File: src/rtl/serializador_pkg.sv
// Shared types and defaults for the serializador_dato word serializer.
package serializador_pkg;

    typedef enum logic {
        IDLE  = 1'b0,
        SHIFT = 1'b1
    } estado_t;

    localparam int unsigned ANCHO_DEF  = 8;
    localparam int unsigned DIV_DEF    = 2;
    localparam int unsigned CONT_W_DEF = 16;

    // Bit-index width, with room for the optional parity bit.
    function automatic int unsigned idx_ancho(input int unsigned ancho);
        return $clog2(ancho + 2);
    endfunction

endpackage

File: src/rtl/serializador_dato_tick.sv
// Free-running bit-rate divider: tick is high one clk in every DIV.
module generador_tick
    import serializador_pkg::*;
#(
    parameter int unsigned DIV = DIV_DEF
) (
    input  logic clk,
    input  logic reset,
    output logic tick
);

    localparam int unsigned    CNT_W   = (DIV > 1) ? $clog2(DIV) : 1;
    localparam logic [CNT_W-1:0] CNT_MAX = CNT_W'(DIV - 1);

    logic [CNT_W-1:0] r_cnt;
    logic [CNT_W-1:0] w_cnt_nxt;
    logic             r_tick;

    always_comb begin
        w_cnt_nxt = (r_cnt == CNT_MAX) ? '0 : r_cnt + CNT_W'(1);
    end

    // tick is registered from the next count so it equals (r_cnt == DIV-1)
    always_ff @(posedge clk or negedge reset) begin
        if (!reset) begin
            r_cnt  <= '0;
            r_tick <= (CNT_MAX == '0);
        end else begin
            r_cnt  <= w_cnt_nxt;
            r_tick <= (w_cnt_nxt == CNT_MAX);
        end
    end

    assign tick = r_tick;

endmodule

File: src/rtl/serializador_dato.sv
// MSB-first serializer with a one-word holding buffer feeding detector_secuencia.
// Define SERIALIZADOR_PARIDAD_EN to append an even-parity bit to every frame.
module serializador_dato
    import serializador_pkg::*;
#(
    parameter int unsigned ANCHO  = ANCHO_DEF,
    parameter int unsigned DIV    = DIV_DEF,
    parameter int unsigned CONT_W = CONT_W_DEF
) (
    input  logic              clk,
    input  logic              reset,
    input  logic [ANCHO-1:0]  entrada,
    input  logic              entrada_valida,
    output logic              entrada_listo,
    output logic              dato,
    output logic              dato_valido,
    output logic              ocupado,
    output logic [CONT_W-1:0] palabras_enviadas
);

`ifdef SERIALIZADOR_PARIDAD_EN
    localparam int unsigned TRAMA = ANCHO + 1;
`else
    localparam int unsigned TRAMA = ANCHO;
`endif
    localparam int unsigned      IDX_W   = idx_ancho(ANCHO);
    localparam logic [IDX_W-1:0] IDX_ULT = IDX_W'(TRAMA - 1);

    estado_t           r_estado, w_estado_nxt;
    logic [ANCHO-1:0]  r_buf, w_buf_nxt;
    logic              r_buf_lleno, w_buf_lleno_nxt;
    logic [TRAMA-1:0]  r_shift, w_shift_nxt;
    logic [IDX_W-1:0]  r_idx, w_idx_nxt;
    logic [CONT_W-1:0] r_cont, w_cont_nxt;
    logic              r_listo, r_dato, r_dato_valido, r_ocupado;
    logic              w_tick, w_acepta, w_carga;

    generador_tick #(.DIV(DIV)) u_tick (
        .clk   (clk),
        .reset (reset),
        .tick  (w_tick)
    );

    function automatic logic [TRAMA-1:0] trama_de(input logic [ANCHO-1:0] w);
`ifdef SERIALIZADOR_PARIDAD_EN
        return {w, ^w};
`else
        return w;
`endif
    endfunction

    // Accept and reload are exclusive: accept needs an empty buffer, reload a full one.
    always_comb begin
        w_estado_nxt    = r_estado;
        w_buf_nxt       = r_buf;
        w_buf_lleno_nxt = r_buf_lleno;
        w_shift_nxt     = r_shift;
        w_idx_nxt       = r_idx;
        w_cont_nxt      = r_cont;
        w_carga         = 1'b0;
        w_acepta        = entrada_valida && r_listo;

        if (w_acepta) begin
            w_buf_nxt       = entrada;
            w_buf_lleno_nxt = 1'b1;
        end

        if (w_tick) begin
            case (r_estado)
                IDLE: begin
                    if (r_buf_lleno) begin
                        w_carga      = 1'b1;
                        w_estado_nxt = SHIFT;
                    end
                end
                SHIFT: begin
                    if (r_idx != IDX_ULT) begin
                        w_shift_nxt = r_shift << 1;
                        w_idx_nxt   = r_idx + IDX_W'(1);
                    end else begin
                        if (r_cont != '1) begin
                            w_cont_nxt = r_cont + CONT_W'(1);
                        end
                        if (r_buf_lleno) begin
                            w_carga = 1'b1;
                        end else begin
                            w_estado_nxt = IDLE;
                        end
                    end
                end
                default: w_estado_nxt = IDLE;
            endcase
        end

        if (w_carga) begin
            w_shift_nxt     = trama_de(r_buf);
            w_buf_lleno_nxt = 1'b0;
            w_idx_nxt       = '0;
        end
    end

    always_ff @(posedge clk or negedge reset) begin
        if (!reset) begin
            r_estado      <= IDLE;
            r_buf         <= '0;
            r_buf_lleno   <= 1'b0;
            r_shift       <= '0;
            r_idx         <= '0;
            r_cont        <= '0;
            r_listo       <= 1'b1;
            r_dato        <= 1'b0;
            r_dato_valido <= 1'b0;
            r_ocupado     <= 1'b0;
        end else begin
            r_estado      <= w_estado_nxt;
            r_buf         <= w_buf_nxt;
            r_buf_lleno   <= w_buf_lleno_nxt;
            r_shift       <= w_shift_nxt;
            r_idx         <= w_idx_nxt;
            r_cont        <= w_cont_nxt;
            r_listo       <= !w_buf_lleno_nxt;
            r_dato        <= (w_estado_nxt == SHIFT) ? w_shift_nxt[TRAMA-1] : 1'b0;
            r_dato_valido <= (w_estado_nxt == SHIFT);
            r_ocupado     <= (w_estado_nxt == SHIFT) || w_buf_lleno_nxt;
        end
    end

    assign entrada_listo     = r_listo;
    assign dato              = r_dato;
    assign dato_valido       = r_dato_valido;
    assign ocupado           = r_ocupado;
    assign palabras_enviadas = r_cont;

endmodule

File: config.mk
export PLATFORM = sky130hd
export DESIGN_NAME = serializador_dato
export DESIGN_NICKNAME = d
export VERILOG_FILES = /design/src/rtl/serializador_pkg.sv /design/src/rtl/serializador_dato_tick.sv /design/src/rtl/serializador_dato.sv
export SDC_FILE = /design/constraint.sdc
export NUM_CORES = 1
export LEC_CHECK = 0
export ABC_AREA = 0
export BUFFER_PORTS_ARGS = -buffer_cell sky130_fd_sc_hd__buf_2
export CORE_ASPECT_RATIO = 2
export CORE_MARGIN = 2
export CORE_UTILIZATION = 50
export DETAILED_ROUTE_END_ITERATION = 12
export PLACE_DENSITY = 0.69
export SLEW_MARGIN = 20
export SYNTH_ARGS = -nofsm -noshare
export SYNTH_HDL_FRONTEND = slang
export SYNTH_SLANG_ARGS = --single-unit
File: constraint.sdc
create_clock -name clk -period 1.76 [get_ports clk]
set_input_delay 0.176 -clock clk [delete_from_list [all_inputs] [get_ports clk]]
set_output_delay 0.176 -clock clk [all_outputs]
set_load 0.01 [all_outputs]
==> summary.md <==
| Metric | Value |
|---|---|
| Reg clk slew, reported paths | 80 ps |
| Async SR Flop Fraction | 100.0% |
| # DRC | 0 |
| Number of I/O pins | 31 |
| Share of cells above drive strength 1 | 36.18% |
| CTS tree | done |
| Mux cell area share after synthesis | 7.380% |
| VDD IR max | 0.9055 mV |
| Postcts setup bufs | 0 |
| Overall routed net length | 3636 um |
| Crit Path Class | flop to flop |
| ANT nets after route | 0 |
| First-pass GRT wire length | 6030 um |
| Initial antenna violation count | 0 |
| Distinct cells, synth | 41 |
| Syn. warnings | 0 |
| Setup Skew | 7.778 ps |
| Synth Net Count | 169 |
| Via count | 1359 |
| Dominant cell type by area after synthesis | dfrtp_1 |
| Die area | 4300 sq um |
| Register Area | 1052 sq um |
| Most common cell in the netlist | dfrtp_1 |
| Maximum buffer depth of the clock tree | 2 |
| Top cells by count, synth | 41 x dfrtp_1, 22 x nand2_1, 9 x mux2_2, 9 x xnor2_1, 8 x nand3_1 |
| Area grow syn2layout | 20.81% |
| Vias in the first global route | 1469 |
| Power per cell area | 1286 nW/um^2 |
| Post-route cell area | 2273 sq um |
| Row cnt | 31 |
| XOR/XNOR Fraction of Synth Area | 6.516% |
| Initial Utilization | 52.17% |
| Gr usage total | 19.34% |
| Share of the synthesized area in the top cell type | 54.52% |
| Static leakage | 1.129 nW |
| Top layer in use | met4 |
| Die height | 90.76 um |
| Number of enable flip-flop cells after synthesis | 0 |
| Clock sinks | 42 |
| First drt pass iteration count | 4 |
| Worst-path maximum fanout | 6 |
| Met3 WL | 94 um |
| Min-Delay Startpoint | entrada[2] |
| Core area | 3607 sq um |
| ANT cells | 0 |
| Simple-gate share of the synthesized area | 21.21% |
| Final setup viols | 0 |
| Post-Synth Adder-Cell Area | 1.330% |
| Startpoint class of the critical path | flop |
| RR Startpoint | r_idx[0]$_DFFE_PN0P_ |
| Tightest Hold Check Type | primary input to flop |
| Max Slew Vio Count | 0 |
| Max-cap violations | 0 |
| Slew headroom | 68.69% |
| Final worst path period share | 94.28% |
| Starting DRT DRC Count | 10 |
| RePlAce Congestion | 0.8172 |
| Largest family of logic cells by synthesized area | simple AND/OR/NAND/NOR gates |
| Met2 WL | 2163 um |
| Hold worst-path end | r_buf[2]$_DFFE_PN0P_ |
| Multi-input gate area | 829.5 sq um |
| RSZ-0062 raised after global routing | true |
| Hold depth | 2 |
| Achievable Freq | 602.7 MHz |
| Filler instances | 283 |
| CTS buffer count | 5 |
| Post-Synthesis Cell Area | 1882 sq um |
| Top cells by area, synth | dfrtp_1 55%, mux2_2 5.4%, nand2_1 4.4%, xnor2_1 4.2%, a22oi_1 2.4% |
| Least-Margin Pin Slew | 469.7 ps |
| Synth Instances | 156 |
| Register area share after synthesis | 55.92% |
| Die width | 47.38 um |
| Top FF cell, synth | dfrtp_1 |
| Worst Path Arrival | 1880 ps |
| Clock root buffer | clkbuf_8 |
| Remaining global-route overflow | 0 |
| Status | finished, final reports clean |
| IO Port Bufs | 30 |
| Final min period | 1659 ps |
| Synth Area in Compound Gates | 6.383% |
| Largest net degree at the start of global routing | 24 |
| Worst EP required | 1980 ps |
| H-tree depth | 2 |
| Routed wire per std cell | 14.66 um |
| Syn_area_per_cell | 12.06 sq um |
| Worst skew pair latency | 290 ps |
| Reg2reg end | palabras_enviadas[5]$_DFFE_PN0P_ |
| CP endpoint kind | flop |
| DP HPWL | 2808 um |
| R2R Setup Slk | 100 ps |
| Via-to-Cell Ratio | 5.480 |
| Nets | 213 |
| Reg2Reg Depth | 5 |
| Final hold vios | 0 |
| Final Hold Slack | 115.9 ps |
| Placed Instance Area | 2157 sq um |
| Seq cells post-synth | 42 |
| DRT met1 WL | 1294 um |
[state kept, by name, indices dropped and copies added, names as in the netlist]
signal,flops
palabras_enviadas,16
r_buf,8
r_shift,8
r_idx,4
dato,1
dato_valido,1
entrada_listo,1
ocupado,1
r_buf_lleno,1
u_tick.r_cnt,1
[cells by family after synthesis]
logic type,count (synthesis)
flops,42
mux,12
fa+ha+maj,2
compound gates,16
simple gates,64
buf+inv,6
xor+xnor,14
[worst max path at each step]
stage,start,endpoint,slack (ps),cells after the start
final,r_idx[0]$_DFFE_PN0P_,palabras_enviadas[5]$_DFFE_PN0P_,100,5
after global routing,r_idx[0]$_DFFE_PN0P_,palabras_enviadas[5]$_DFFE_PN0P_,-30,5
after detailed placement,r_idx[0]$_DFFE_PN0P_,palabras_enviadas[15]$_DFFE_PN0P_,30,5
after CTS,r_idx[0]$_DFFE_PN0P_,palabras_enviadas[15]$_DFFE_PN0P_,10,5
after floorplan,palabras_enviadas[0]$_DFFE_PN0P_,palabras_enviadas[1]$_DFFE_PN0P_,110,5
after global placement,r_idx[0]$_DFFE_PN0P_,palabras_enviadas[13]$_DFFE_PN0P_,100,5
[layout make-up]
class | instances | share of cell area (%)
Multi-Input combinational cell | 108 | 36.49
Sequential cell | 42 | 46.29
Tap cell | 49 | 2.697
Clock buffer | 6 | 3.632
Inverter | 4 | 0.6604
Timing Repair Buffer | 39 | 10.24
[metal layers]
metal  vias to the layer above  track usage, %
met4                         0           10.88
met1                       681           17.02
met3                        10           3.800
met2                        31           35.59
met5                         -               0
li1                        637               -
[cells in the final DEF (no fill, tap or decap), drive strengths merged]
cell type,n
a22o,3
ha,2
nor4b,1
buf,38
nor4,4
or3,1
nor3b,1
and2,1
a21boi,2
nand2,22
or4,1
a21oi,2
nor2,5
and4,1
and3b,1
nor3,5
dlygate4sd3,1
clkbuf,6
nand3,9
inv,4
and3,2
xor2,5
nand4,6
mux2,12
dfstp,1
a22oi,6
dfrtp,41
o21ai,1
or2,2
nand4b,1
nand3b,1
a21o,2
xnor2,9
[worst max-delay path, cell delays in order, from the launching register on]
cell and delay (ps):
dfrtp_1 390, ha_2 240, and3b_1 210, nand2_1 170, nor4b_1 400, xor2_1 180
[report_power, final]
group / total, mW / leakage, nW / internal (mW) / switching, mW
Clock: 0.603 / 0.0431 / 0.302 / 0.300
Combinational: 0.894 / 0.556 / 0.467 / 0.427
Sequential: 1.43 / 0.529 / 1.24 / 0.182
[stage by stage]
step | TNS (ps) | cells | util (%) | total power, mW | setup slack, ps
final | 0 | 248 | 63.02 | 2.923 | 100.7
after detailed placement | 0 | 241 | 59.80 | 2.319 | 27.08
after global routing | -44.69 | 248 | 63.02 | 3.114 | -30.26
after CTS | 0 | 248 | 62.37 | 2.932 | 13.89
after global placement | 0 | 241 | 59.80 | 2.253 | 102.8
after floorplan | 0 | 156 | - | 2.004 | 110.5
[what timing repair did]
action                                 in CTS  in global routing
hold buffers                                1                  0
endpoints found under the hold margin      19                  0
setup endpoints to repair                   0                  8
resized for setup                           0                  4
No activity file was read; power rests on OpenSTA's default activity.
